<file path="config.mk">
export PLATFORM = sky130hd
export DESIGN_NAME = hazard_tracker_flat
export DESIGN_NICKNAME = d
export VERILOG_FILES = /design/src/rtl/hazard_tracker_pkg.sv /design/src/rtl/hazard_tracker_if.sv /design/src/rtl/hazard_tracker_match.sv /design/src/rtl/hazard_tracker.sv /design/src/flat_wrapper.sv
export SDC_FILE = /design/constraint.sdc
export NUM_CORES = 1
export LEC_CHECK = 0
export CAP_MARGIN = 20
export CORE_MARGIN = 10
export CORE_UTILIZATION = 25
export DETAILED_ROUTE_END_ITERATION = 8
export DONT_BUFFER_PORTS = 1
export RECOVER_POWER = 25
export SLEW_MARGIN = 10
export SYNTH_ARGS = -nofsm -noshare
export SYNTH_HDL_FRONTEND = slang
export SYNTH_SLANG_ARGS = --single-unit
</file>
<file path="constraint.sdc">
create_clock -name clk -period 3.71 [get_ports clk]
set_input_delay 0.371 -clock clk [delete_from_list [all_inputs] [get_ports clk]]
set_output_delay 0.371 -clock clk [all_outputs]
set_load 0.03 [all_outputs]
</file>
<file path="src/rtl/hazard_tracker_pkg.sv">
// Shared constants and entry layout for the hazard tracker.
// An entry is packed as {valid, w_en, dest, is_load}, with is_load in bit 0.
package hazard_tracker_pkg;

  localparam int HZ_REG_ADDR_BIT = 5;
  localparam int HZ_CNT_BIT      = 32;
  localparam int HZ_NUM_STG      = 2;
  localparam int HZ_NUM_SRC      = 2;

  localparam int HZ_LOAD_OFS = 0;
  localparam int HZ_DEST_OFS = 1;

  function automatic int hz_wen_ofs(input int aw);
    return aw + 1;
  endfunction

  function automatic int hz_valid_ofs(input int aw);
    return aw + 2;
  endfunction

  function automatic int hz_entry_bit(input int aw);
    return aw + 3;
  endfunction

  localparam int HZ_ENTRY_BIT = hz_entry_bit(HZ_REG_ADDR_BIT);

  typedef enum logic {
    STG_EX = 1'b0,
    STG_DM = 1'b1
  } hz_stage_e;

endpackage

</file>
<file path="src/rtl/hazard_tracker_if.sv">
// ID-stage request / hazard-output bundle between the pipeline front end
// and the hazard tracker.
interface hazard_tracker_if
  import hazard_tracker_pkg::*;
#(
  parameter int REG_ADDR_BIT = HZ_REG_ADDR_BIT,
  parameter int CNT_BIT      = HZ_CNT_BIT
);

  logic                    hold;
  logic                    flush;
  logic                    id_valid;
  logic [REG_ADDR_BIT-1:0] id_req_a;
  logic [REG_ADDR_BIT-1:0] id_req_b;
  logic                    id_use_a;
  logic                    id_use_b;
  logic                    id_w_en;
  logic [REG_ADDR_BIT-1:0] id_req_w;
  logic                    id_is_load;

  logic                    load_use;
  logic                    ex_collision_a;
  logic                    ex_collision_b;
  logic                    dm_collision_a;
  logic                    dm_collision_b;
  logic [CNT_BIT-1:0]      stall_cnt;
  logic [CNT_BIT-1:0]      flush_cnt;

  modport master (
    output hold, flush, id_valid, id_req_a, id_req_b, id_use_a, id_use_b,
           id_w_en, id_req_w, id_is_load,
    input  load_use, ex_collision_a, ex_collision_b, dm_collision_a,
           dm_collision_b, stall_cnt, flush_cnt
  );

  modport slave (
    input  hold, flush, id_valid, id_req_a, id_req_b, id_use_a, id_use_b,
           id_w_en, id_req_w, id_is_load,
    output load_use, ex_collision_a, ex_collision_b, dm_collision_a,
           dm_collision_b, stall_cnt, flush_cnt
  );

endinterface

</file>
<file path="src/rtl/hazard_tracker_match.sv">
// Compares one in-flight entry against one ID source operand.
// use_src must already be qualified with id_valid.
module hazard_match
  import hazard_tracker_pkg::*;
#(
  parameter int REG_ADDR_BIT = HZ_REG_ADDR_BIT
) (
  input  logic [hz_entry_bit(REG_ADDR_BIT)-1:0] entry,
  input  logic [REG_ADDR_BIT-1:0]               req,
  input  logic                                  use_src,
  output logic                                  hit
);

  localparam int VLD_OFS = hz_valid_ofs(REG_ADDR_BIT);
  localparam int WEN_OFS = hz_wen_ofs(REG_ADDR_BIT);

  // $0 is hardwired, so it never needs forwarding or a stall.
  assign hit = use_src && (req != '0) && entry[VLD_OFS] && entry[WEN_OFS] &&
               (entry[HZ_DEST_OFS +: REG_ADDR_BIT] == req);

endmodule

</file>
<file path="src/rtl/hazard_tracker.sv">
// Shadow EX/DM destination pipeline and hazard detection for the ID stage,
// with load-use stall and flush statistics.
module hazard_tracker
  import hazard_tracker_pkg::*;
#(
  parameter int REG_ADDR_BIT = HZ_REG_ADDR_BIT,
  parameter int CNT_BIT      = HZ_CNT_BIT
) (
  input  logic             clk,
  input  logic             rst,
  hazard_tracker_if.slave  hz
);

  localparam int EW  = hz_entry_bit(REG_ADDR_BIT);
  localparam int EX  = int'(STG_EX);
  localparam int DM  = int'(STG_DM);

  logic [HZ_NUM_STG-1:0][EW-1:0]           ent;
  logic [HZ_NUM_SRC-1:0][REG_ADDR_BIT-1:0] req;
  logic [HZ_NUM_SRC-1:0]                   use_src;
  logic [HZ_NUM_STG-1:0][HZ_NUM_SRC-1:0]   hit;
  logic [EW-1:0]                           ex_next;
  logic                                    load_use;
  logic                                    kill;
  logic [CNT_BIT-1:0]                      stall_cnt;
  logic [CNT_BIT-1:0]                      flush_cnt;

  assign req     = {hz.id_req_b, hz.id_req_a};
  assign use_src = {hz.id_valid & hz.id_use_b, hz.id_valid & hz.id_use_a};

  for (genvar s = 0; s < HZ_NUM_STG; s++) begin : g_stg
    for (genvar x = 0; x < HZ_NUM_SRC; x++) begin : g_src
      hazard_match #(.REG_ADDR_BIT(REG_ADDR_BIT)) u_match (
        .entry   (ent[s]),
        .req     (req[x]),
        .use_src (use_src[x]),
        .hit     (hit[s][x])
      );
    end
  end

  // A wrong-path consumer is discarded anyway, so flush suppresses the stall.
  assign load_use = (|hit[EX]) & ent[EX][HZ_LOAD_OFS] & ~hz.flush;

  assign hz.load_use       = load_use;
  assign hz.ex_collision_a = hit[EX][0] & ~load_use;
  assign hz.ex_collision_b = hit[EX][1] & ~load_use;
  assign hz.dm_collision_a = hit[DM][0] & ~hit[EX][0] & ~load_use;
  assign hz.dm_collision_b = hit[DM][1] & ~hit[EX][1] & ~load_use;
  assign hz.stall_cnt      = stall_cnt;
  assign hz.flush_cnt      = flush_cnt;

  assign kill    = hz.flush | load_use | ~hz.id_valid;
  assign ex_next = kill ? '0 : {1'b1, hz.id_w_en, hz.id_req_w, hz.id_is_load};

  always_ff @(posedge clk) begin
    if (rst) begin
      ent       <= '0;
      stall_cnt <= '0;
      flush_cnt <= '0;
    end else if (!hz.hold) begin
      ent[DM]   <= ent[EX];
      ent[EX]   <= ex_next;
      stall_cnt <= stall_cnt + {{(CNT_BIT-1){1'b0}}, load_use};
      flush_cnt <= flush_cnt + {{(CNT_BIT-1){1'b0}}, hz.flush & hz.id_valid};
    end
  end

endmodule

</file>
<file path="src/flat_wrapper.sv">
// flat-port wrapper written by rule: the top's interface ports become plain ports
module hazard_tracker_flat import hazard_tracker_pkg::*;
#(
  parameter int REG_ADDR_BIT = HZ_REG_ADDR_BIT,
  parameter int CNT_BIT      = HZ_CNT_BIT
)
  (clk, rst, hz_hold, hz_flush, hz_id_valid, hz_id_req_a, hz_id_req_b, hz_id_use_a, hz_id_use_b, hz_id_w_en, hz_id_req_w, hz_id_is_load, hz_load_use, hz_ex_collision_a, hz_ex_collision_b, hz_dm_collision_a, hz_dm_collision_b, hz_stall_cnt, hz_flush_cnt);
  hazard_tracker_if #(.REG_ADDR_BIT(REG_ADDR_BIT), .CNT_BIT(CNT_BIT)) hz_i ();
  input  logic clk;
  input  logic rst;
  input wire logic [$bits(hz_i.hold)-1:0] hz_hold;
  input wire logic [$bits(hz_i.flush)-1:0] hz_flush;
  input wire logic [$bits(hz_i.id_valid)-1:0] hz_id_valid;
  input wire logic [$bits(hz_i.id_req_a)-1:0] hz_id_req_a;
  input wire logic [$bits(hz_i.id_req_b)-1:0] hz_id_req_b;
  input wire logic [$bits(hz_i.id_use_a)-1:0] hz_id_use_a;
  input wire logic [$bits(hz_i.id_use_b)-1:0] hz_id_use_b;
  input wire logic [$bits(hz_i.id_w_en)-1:0] hz_id_w_en;
  input wire logic [$bits(hz_i.id_req_w)-1:0] hz_id_req_w;
  input wire logic [$bits(hz_i.id_is_load)-1:0] hz_id_is_load;
  output wire logic [$bits(hz_i.load_use)-1:0] hz_load_use;
  output wire logic [$bits(hz_i.ex_collision_a)-1:0] hz_ex_collision_a;
  output wire logic [$bits(hz_i.ex_collision_b)-1:0] hz_ex_collision_b;
  output wire logic [$bits(hz_i.dm_collision_a)-1:0] hz_dm_collision_a;
  output wire logic [$bits(hz_i.dm_collision_b)-1:0] hz_dm_collision_b;
  output wire logic [$bits(hz_i.stall_cnt)-1:0] hz_stall_cnt;
  output wire logic [$bits(hz_i.flush_cnt)-1:0] hz_flush_cnt;
  assign hz_i.hold = hz_hold;
  assign hz_i.flush = hz_flush;
  assign hz_i.id_valid = hz_id_valid;
  assign hz_i.id_req_a = hz_id_req_a;
  assign hz_i.id_req_b = hz_id_req_b;
  assign hz_i.id_use_a = hz_id_use_a;
  assign hz_i.id_use_b = hz_id_use_b;
  assign hz_i.id_w_en = hz_id_w_en;
  assign hz_i.id_req_w = hz_id_req_w;
  assign hz_i.id_is_load = hz_id_is_load;
  assign hz_load_use = hz_i.load_use;
  assign hz_ex_collision_a = hz_i.ex_collision_a;
  assign hz_ex_collision_b = hz_i.ex_collision_b;
  assign hz_dm_collision_a = hz_i.dm_collision_a;
  assign hz_dm_collision_b = hz_i.dm_collision_b;
  assign hz_stall_cnt = hz_i.stall_cnt;
  assign hz_flush_cnt = hz_i.flush_cnt;
  hazard_tracker #(.REG_ADDR_BIT(REG_ADDR_BIT), .CNT_BIT(CNT_BIT)) u_core (.clk(clk), .rst(rst), .hz(hz_i));
endmodule
</file>
==> flow_metrics.env <==
export IMPL_outcome="completed"
export IMPL_start_util=0.2558
export IMPL_avgViaCountPerCell=4.904
export IMPL_finalHoldViolCount=0
export IMPL_syn_inst=414
export IMPL_worst_setup_path_start_kind="flip-flop"
export IMPL_dieArea_um2=20220
export IMPL_arrival_ps=3640
export IMPL_cap_viol_max_count=0
export IMPL_total_power_mw=1.775
export IMPL_cts_resized=0
export IMPL_worstSkewPairLatency_ps=340
export IMPL_io_buffers=0
export IMPL_crit_chain="xnor2_1 -> nand4_1 -> nor4_1 -> o21a_1 -> ha_1 -> ha_1 -> inv_1 -> nor3_4 -> nand3_2 -> or3_1 -> a21oi_1"
export IMPL_wire_per_inst_um=16.31
export IMPL_synth_edf_count=0
export IMPL_synth_async_reset_ratio=0
export IMPL_synth_common_cells="79 x dfxtp_1, 66 x nor2_1, 56 x xor2_1"
export IMPL_design_area_um2=4222
export IMPL_cp_slowest_cell="nor4_1"
export IMPL_clkTransAtPathRegs_ps=60
export IMPL_dp_hpwl_mm=7.272
export IMPL_min_period_ps=3379
export IMPL_synth_most_common_cell="dfxtp_1"
export IMPL_cts_hold_buf=0
export IMPL_cp_end_kind="flip-flop"
export IMPL_tns_ps=0
export IMPL_post_cts_setup_buffer_count=0
export IMPL_avgSynthCellArea_um2=9.015
export IMPL_dp_cells=588
export IMPL_worst_slack_ps=331.0
export IMPL_pre_cts_ws_ps=417.6
export IMPL_cts_root_buffer="clkbuf_16"
export IMPL_synth_nets=442
export IMPL_grt_overflow=0
export IMPL_cts_sinks=79
export IMPL_worst_pin_slew_ps=971.9
export IMPL_slew_violations=0
export IMPL_cts_buffers=9
export IMPL_htree_num_levels=3
export IMPL_p_leak_nw=1.556
export IMPL_yosys_warnings=0
export IMPL_antenna_cells=0
export IMPL_cts_tree="yes"
export IMPL_drtIter0Drc=119
export IMPL_finalCritPeriodShare=0.9108
export IMPL_drt_pass1_iterations=4
export IMPL_relSlewSlack=0.3508
export IMPL_ir_drop_mv=0.1882
export IMPL_grt_usage=0.09487
export IMPL_antenna_found_initial=0
export IMPL_yosysSeqAreaShare=0.4237
export IMPL_drive_gt1_frac=0.08333
export IMPL_instances_no_fill=604
export IMPL_pin_count=93
export IMPL_wl_mm=9.852
export IMPL_place_area_um2=3924
export IMPL_hp_class="primary input to flip-flop"
export IMPL_cp_max_fo=7
export IMPL_grt_pass1_vias=2754
export IMPL_fp_dieH_um=142.2
export IMPL_drc=0
export IMPL_cp_common_cell="ha_1"
export IMPL_dr_total_vias=2962
export IMPL_required_ps=3970
export IMPL_grt_max_degree=75
export IMPL_synth_cell_types=42
export IMPL_place_congestion=0.9143
export IMPL_fin_util=0.2894
export IMPL_ys_ff_latch=79
export IMPL_syn_area_um2=3732
export IMPL_fin_worst_skew_ps=7.853
export IMPL_nets=443
export IMPL_synth_area_leaders="dfxtp_1 42%, xor2_1 13%, nor2_1 6.6%, xnor2_1 3.8%, nand4_1 3.7%"
export IMPL_dieWidth_um=142.2
export IMPL_p_per_area_nw_per_um2=420.4
export IMPL_coreArea_um2=14590
export IMPL_grt_first_pass_wirelength_mm=15.40
export IMPL_setup_violations=0
export IMPL_critPathMaxStageDelay_ps=830
export IMPL_r2r_slack_ps=330
export IMPL_rsz0062_at_grt="false"
export IMPL_clockBufferDepth=2
export IMPL_ant_nets=0
export IMPL_yosysTopAreaCell="dfxtp_1"
export IMPL_synthFlopType="dfxtp_1"
export IMPL_syn2layout_area_growth_pct=13.11
export IMPL_fmax_ghz=0.2959
export IMPL_critPathKind="flip-flop to flip-flop"
export IMPL_holdWs_ps=112.1
export IMPL_rows=44
export IMPL_synth_top_area_share=0.4237
[layout by cell type, fill, tap and decap left out, types with 9 or more instances in the layout]
| master | count |
|---|---|
| xnor2_1 | 16 |
| nand4_1 | 22 |
| nor2_1 | 66 |
| nand3_1 | 20 |
| dfxtp_1 | 79 |
| clkbuf_16 | 9 |
| mux2i_1 | 11 |
| nand2_1 | 33 |
| a21oi_1 | 9 |
| xor2_1 | 56 |
[layer usage]
metal	GRT usage	wire, µm	part of all wire
met1	0.1024	3858	0.39
met5	0	0	0
met2	0.1494	4668	0.47
met3	0.05774	1180	0.12
met4	0.03389	145	0.015
[flip-flops by register name, indices dropped and copies added, names as in the netlist]
register             count
u_core.hz.flush_cnt     32
u_core.ent              15
u_core.hz.stall_cnt     32
[final timing paths]
kind	from	end	cells past startpoint
min	rst	u_core.hz.stall_cnt[28]	1
max reg2reg	u_core.ent[2]	u_core.hz.stall_cnt[18]	11
max	u_core.ent[2]	u_core.hz.stall_cnt[18]	11
min reg2reg	u_core.ent[0]	u_core.ent[0]	2
[cell families after synthesis]
family                     share of synthesized area
and+or+nand+nor                               0.2903
DFF                                           0.4237
xor gates and xnor gates                      0.1690
AOI/OAI and AO/OA                            0.05196
buffers and inverters                        0.02213
muxes                                        0.02950
adders and majority gates                    0.01341
[worst max-delay path: cells and delay by family (launching register included)]
kind            cells  cell delay (ps)
simple gates        5             1800
buf+inv             1               90
fa+ha+maj           2              380
xor+xnor            1              160
flops               1              420
compound gates      2              460
[power by group]
group          internal [mW]  switching [mW]  leakage, nW
Clock                  0.525           0.362        0.143
Combinational         0.0177          0.0114        0.777
Sequential             0.852         0.00690        0.637
Total                   1.39           0.380         1.56
[layout make-up]
class                           instances  area [µm²]
Inverter                                3       11.26
Sequential cell                        79        1582
Clock inverter                          6       68.82
Fill cell                            1519       10370
Tap cell                              184       230.2
Timing Repair Buffer                    3       22.52
Multi-Input combinational cell        319        2078
Clock buffer                           10       229.0
No activity file was read; power rests on OpenSTA's default activity.
